==> src/rtl/lives_digit_renderer.sv <==
// rtl/lives_digit_renderer.sv - three-digit decimal lives counter drawn from the 8x16 font ROM
module lives_digit_renderer #(
    parameter logic [9:0] X0 = 10'd16,
    parameter logic [9:0] Y0 = 10'd16
) (
    input  logic        Clk,
    input  logic        Reset_n,
    input  logic [9:0]  value,
    input  logic        load,
    input  logic [9:0]  DrawX,
    input  logic [9:0]  DrawY,
    input  logic [7:0]  font_data,
    output logic [10:0] font_addr,
    output logic        pixel_on,
    output logic        busy
);

    typedef enum logic [1:0] {IDLE, SHIFT, DONE} state_t;

    state_t      state, state_nxt;
    logic [9:0]  bin;
    logic [11:0] bcd;
    logic [3:0]  cnt;
    logic        pending;
    logic [9:0]  pend_val;
    logic [3:0]  hund, tens, ones;

    logic [9:0]  sat_value;
    logic [11:0] bcd_adj;

    function automatic logic [3:0] adj3(input logic [3:0] n);
        return (n >= 4'd5) ? n + 4'd3 : n;
    endfunction

    assign sat_value = (value > 10'd999) ? 10'd999 : value;
    assign bcd_adj   = {adj3(bcd[11:8]), adj3(bcd[7:4]), adj3(bcd[3:0])};

    always_ff @(posedge Clk or negedge Reset_n) begin
        if (!Reset_n) state <= IDLE;
        else          state <= state_nxt;
    end

    always_comb begin
        state_nxt = state;
        case (state)
            IDLE:    if (load) state_nxt = SHIFT;
            SHIFT:   if (cnt == 4'd9) state_nxt = DONE;
            DONE:    state_nxt = (load || pending) ? SHIFT : IDLE;
            default: state_nxt = IDLE;
        endcase
    end

    always_comb begin
        busy = (state != IDLE);
    end

    // A load landing in DONE is newer than any pending value, so it goes first.
    always_ff @(posedge Clk or negedge Reset_n) begin
        if (!Reset_n) begin
            bin      <= '0;
            bcd      <= '0;
            cnt      <= '0;
            pending  <= 1'b0;
            pend_val <= '0;
            hund     <= '0;
            tens     <= '0;
            ones     <= '0;
        end else begin
            case (state)
                IDLE: begin
                    if (load) begin
                        bin <= sat_value;
                        bcd <= '0;
                        cnt <= '0;
                    end
                end
                SHIFT: begin
                    bcd <= {bcd_adj[10:0], bin[9]};
                    bin <= {bin[8:0], 1'b0};
                    cnt <= cnt + 4'd1;
                    if (load) begin
                        pending  <= 1'b1;
                        pend_val <= sat_value;
                    end
                end
                DONE: begin
                    hund    <= bcd[11:8];
                    tens    <= bcd[7:4];
                    ones    <= bcd[3:0];
                    pending <= 1'b0;
                    bcd     <= '0;
                    cnt     <= '0;
                    if (load)         bin <= sat_value;
                    else if (pending) bin <= pend_val;
                end
                default: ;
            endcase
        end
    end

    logic       in_box;
    logic [4:0] dx;
    logic [3:0] row;
    logic [1:0] slot;
    logic [3:0] digit;
    logic       blank;
    logic [2:0] col_q;
    logic       lit_q;

    assign in_box = (DrawX >= X0) && (DrawX < X0 + 10'd24) &&
                    (DrawY >= Y0) && (DrawY < Y0 + 10'd16);
    assign dx     = 5'(DrawX - X0);
    assign row    = 4'(DrawY - Y0);
    assign slot   = dx[4:3];

    always_comb begin
        digit = ones;
        blank = 1'b0;
        case (slot)
            2'd0: begin digit = hund; blank = (hund == 4'd0); end
            2'd1: begin digit = tens; blank = (hund == 4'd0) && (tens == 4'd0); end
            default: digit = ones;
        endcase
    end

    // Stage 1 issues the ROM address; stage 2 picks the bit out of the returned row.
    always_ff @(posedge Clk or negedge Reset_n) begin
        if (!Reset_n) begin
            font_addr <= '0;
            col_q     <= '0;
            lit_q     <= 1'b0;
            pixel_on  <= 1'b0;
        end else begin
            font_addr <= (in_box && !blank) ? {3'b000, digit, row} : 11'd0;
            col_q     <= dx[2:0];
            lit_q     <= in_box && !blank;
            pixel_on  <= lit_q && font_data[3'd7 - col_q];
        end
    end

endmodule

==> config.mk <==
export PLATFORM = sky130hd
export DESIGN_NAME = lives_digit_renderer
export DESIGN_NICKNAME = d
export VERILOG_FILES = /design/src/rtl/lives_digit_renderer.sv
export SDC_FILE = /design/constraint.sdc
export NUM_CORES = 1
export LEC_CHECK = 0
export BUFFER_PORTS_ARGS = -buffer_cell sky130_fd_sc_hd__clkbuf_2
export CORE_MARGIN = 1
export CORE_UTILIZATION = 55
export CTS_CLUSTER_SIZE = 40
export DETAILED_ROUTE_END_ITERATION = 6
export PLACE_DENSITY = 0.78
export SKIP_CTS_REPAIR_TIMING = 1
export SYNTH_ARGS = -nofsm -noshare
export SYNTH_HDL_FRONTEND = slang
export SYNTH_SLANG_ARGS = --single-unit
==> constraint.sdc <==
create_clock -name Clk -period 3.75 [get_ports Clk]
set_input_delay 0.1875 -clock Clk [delete_from_list [all_inputs] [get_ports Clk]]
set_output_delay 0.1875 -clock Clk [all_outputs]
set_load 0.01 [all_outputs]
==> impl_metrics.csv <==
group,metric,value,unit
run_status,status,"completed",
worst_hold_path,hold_path_class,"input pin to register",
worst_setup_path,cp.required,3910,ps
worst_hold_path,hold_depth,2,
global_route,grt_pass1_wl,10.4,mm
logic_synthesis,synth_edf_count,0,
logic_synthesis,ys_async_sr_fraction,1.00,
power,ir_drop,0.000561,V
power,internal_power,0.00146,W
power,p_sw,0.000717,W
logic_synthesis,ys_ff_latch,64,
logic_synthesis,ys_types,46,
power,p_comb_frac,0.256,
detailed_routing,drc,0,
detailed_routing,first_iter_violations,142,
timing,fmax,374,MHz
power,p_per_area,586,nW/um2
finish,fin_nets,405,
die,die_w,77.8,um
power,swShare,0.330,
clocking,cts_buffers,9,
timing,tightest_slew,1130,ps
clocking,cts-root-buf,"clkbuf_8",
clocking,cts_tree,"yes",
clocking,cts_sinks,64,
finish,area_growth,17.3,%
power,cellLeakagePower,1.78,nW
job,drv_cap,0,
finish,num_antenna_cells,0,
place,post-dp-hpwl,4.30,mm
timing,finalWorstPathRequiredPeriod,2680,ps
worst_setup_path,crit_slowest_cell,"a211oi_2",
finish,drive_gt1_frac,0.272,
worst_setup_path,crit_chain,"inv_1 -> ha_1 -> nor2b_1 -> a211oi_2 -> a31oi_1",
global_route,track_usage,0.224,
timing,max_slew_margin,0.245,
logic_synthesis,synth_top_flop_cell,"dfrtp_1",
place,portBuffers,50,
worst_setup_path,path_delay_family,"compound AO/OA/AOI/OAI gates",
die,fp.dieArea,6060,um2
logic_synthesis,netlist_area,3160,um2
worst_setup_path,cp-end-kind,"register",
worst_setup_path,slowest_delay,980,ps
global_route,grt_pass1_vias,2329,
power,pwr-share-seq,0.435,
detailed_routing,routedWlPerCell,14.5,um
clocking,htreeDepth,3,
place,placedCellCount,409,
worst_setup_path,crit_type,"register to register",
logic_synthesis,yosysSeqAreaShare,0.506,
timing,hold_viol,0,
detailed_routing,vias,2424,
logic_synthesis,syn_inst,301,
detailed_routing,drt_pass1_iterations,5,
timing,fin_setup_tns,0,ps
die,initial_core_util,0.571,
worst_setup_path,cp.depth,5,
place,gp_congestion,0.819,
worst_setup_path,reg2reg_depth,5,
detailed_routing,drt-total-wl,6.23,mm
timing,slew_violations,0,
timing,skew,7.90,ps
global_route,antenna_found_initial,0,
finish,final_cells,429,
logic_synthesis,yosys_warnings,0,
timing,fin_crit_sh,0.714,
clocking,clk_path_buf_depth,2,
worst_setup_path,startpoint_type,"register",
worst_setup_path,worstPathMaxFanout,21,
power,p_clk_frac,0.308,
detailed_routing,postRouteAntennaNets,0,
worst_setup_path,path_buf_inv,1,
clocking,clk_latency,340,ps
timing,rsz0062_at_grt,"false",
die,coreArea,5540,um2
die,die_y,77.8,um
detailed_routing,vias_per_cell,5.65,
die,rows,27,
clocking,clkSlewWorstSetupHoldPaths,80,ps
worst_setup_path,arrival,2840,ps
global_route,grt_max_degree,34,
die,ioPinCount,54,
logic_synthesis,postSynthAreaPerCell,10.5,um2
power,p_total,0.00217,W
timing,setup_viol_count_final,0,
global_route,grt_remaining_overflow,0,
layout make-up:
class	instances	area (um2)
sequential	64	1600
multi-input combinational	207	1430
tap	72	90.1
timing repair buffer	57	313
fill	437	1830
clock inverter	7	103
clock buffer	9	124
inverter	13	48.8
per-stage QoR:
step | setup slack (ps) | hold slack [ps] | util | instance area (um2)
6_report | 1070 | 54.4 | 0.670 | 3710
5_1_grt | 809 | 36.4 | 0.670 | 3710
3_3_place_gp | 1280 | 297 | 0.622 | 3440
3_5_place_dp | 1140 | 297 | 0.622 | 3440
4_1_cts | 1130 | -70.3 | 0.662 | 3670
2_1_floorplan | 2090 | -108 | - | 3170
per-layer routing:
metal / GRT usage / share of wire / up-vias
met2: 0.359 / 0.46 / 84
met4: 0.113 / 0.020 / 0
met3: 0.0482 / 0.056 / 17
met1: 0.287 / 0.46 / 1150
met5: 0 / 0 / -
li1: - / - / 1173
kinds of logic after synthesis:
logic type | share of synthesized area
compound gates | 0.152
buf+inv | 0.0455
fa+ha+maj | 0.0475
flops | 0.506
simple gates | 0.129
other cells | 0.00119
xor+xnor | 0.0138
mux | 0.105
power groups by stage:
stage | Clock (W) | Sequential [W] | Combinational (W)
after global placement | 0 | 0.000950 | 0.000532
after detailed placement | 0 | 0.000951 | 0.000554
after CTS | 0.000681 | 0.000942 | 0.000556
after floorplan | 0 | 0.000918 | 0.000424
after global routing | 0.000711 | 0.000959 | 0.000626
final | 0.000669 | 0.000946 | 0.000557
cell usage after synthesis, types with 2 or more instances:
cell type,number,area [um2]
clkbuf_1,10,37.5
a222oi_1,4,40.0
nand3b_1,3,22.5
inv_1,12,45.0
a22o_1,5,43.8
a211oi_1,5,37.5
nor4_1,3,18.8
mux2i_1,5,50.1
xnor2_1,3,26.3
and2_1,7,43.8
ha_1,12,150
buf_4,3,22.5
a31oi_1,5,31.3
o41ai_1,2,17.5
nand3_1,7,35.0
mux2_2,21,236
nor2_1,25,93.8
nand2b_1,4,25.0
mux4_2,2,45.0
nor2b_1,2,12.5
o32ai_1,2,17.5
xor2_1,2,17.5
a32oi_1,4,35.0
dfrtp_1,64,1600
buf_2,4,20.0
a21oi_1,9,45.0
o21ai_0,26,130
a31o_2,3,26.3
nand2_1,30,113
final timing paths:
path	start	end	slack, ps
max reg2reg	state[0]	bin[2]	1070
min in group asynchronous	Reset_n	bcd[10]	480
min reg2reg	pend_val[3]	pend_val[3]	500
max in group asynchronous	Reset_n	tens[2]	2370
min	DrawY[1]	font_addr[1]	50
max	state[0]	bin[2]	1070
state kept, by name, summed over array words and instances (netlist names), 2 cells and up:
signal,count
tens,4
pend_val,10
cnt,4
hund,4
bin,10
col_q,3
ones,4
font_addr,8
state,2
bcd,12
worst register-to-register path, stage by stage (launching register included):
cell and delay, ps:
dfrtp_1 410, inv_1 80, ha_1 490, nor2b_1 350, a211oi_2 980, a31oi_1 190
cell usage in the layout (no fill, tap or decap), drive strengths merged, types with 2 or more instances in the layout:
cell         synthesis  layout
o41ai                2       2
dfrtp               64      64
a211oi               5       5
xnor2                3       3
conb                 1       3
inv                 13      16
nand2               30      30
xor2                 2       2
mux2i                5       5
o32ai                2       2
ha                  12      12
nor2                25      25
and2                 7       7
a31oi                5       5
nor4                 3       3
nand3b               3       3
a22o                 5       5
mux2                21      21
a32oi                4       4
buf                  9       3
dlygate4sd3          0       4
a31o                 3       3
a21oi                9       9
bufinv               0       2
a222oi               4       4
o21ai               27      27
nand3                7       7
nor2b                2       2
mux4                 2       2
clkbuf              10      59
nand2b               4       4
(Power assumes the default switching activity.)
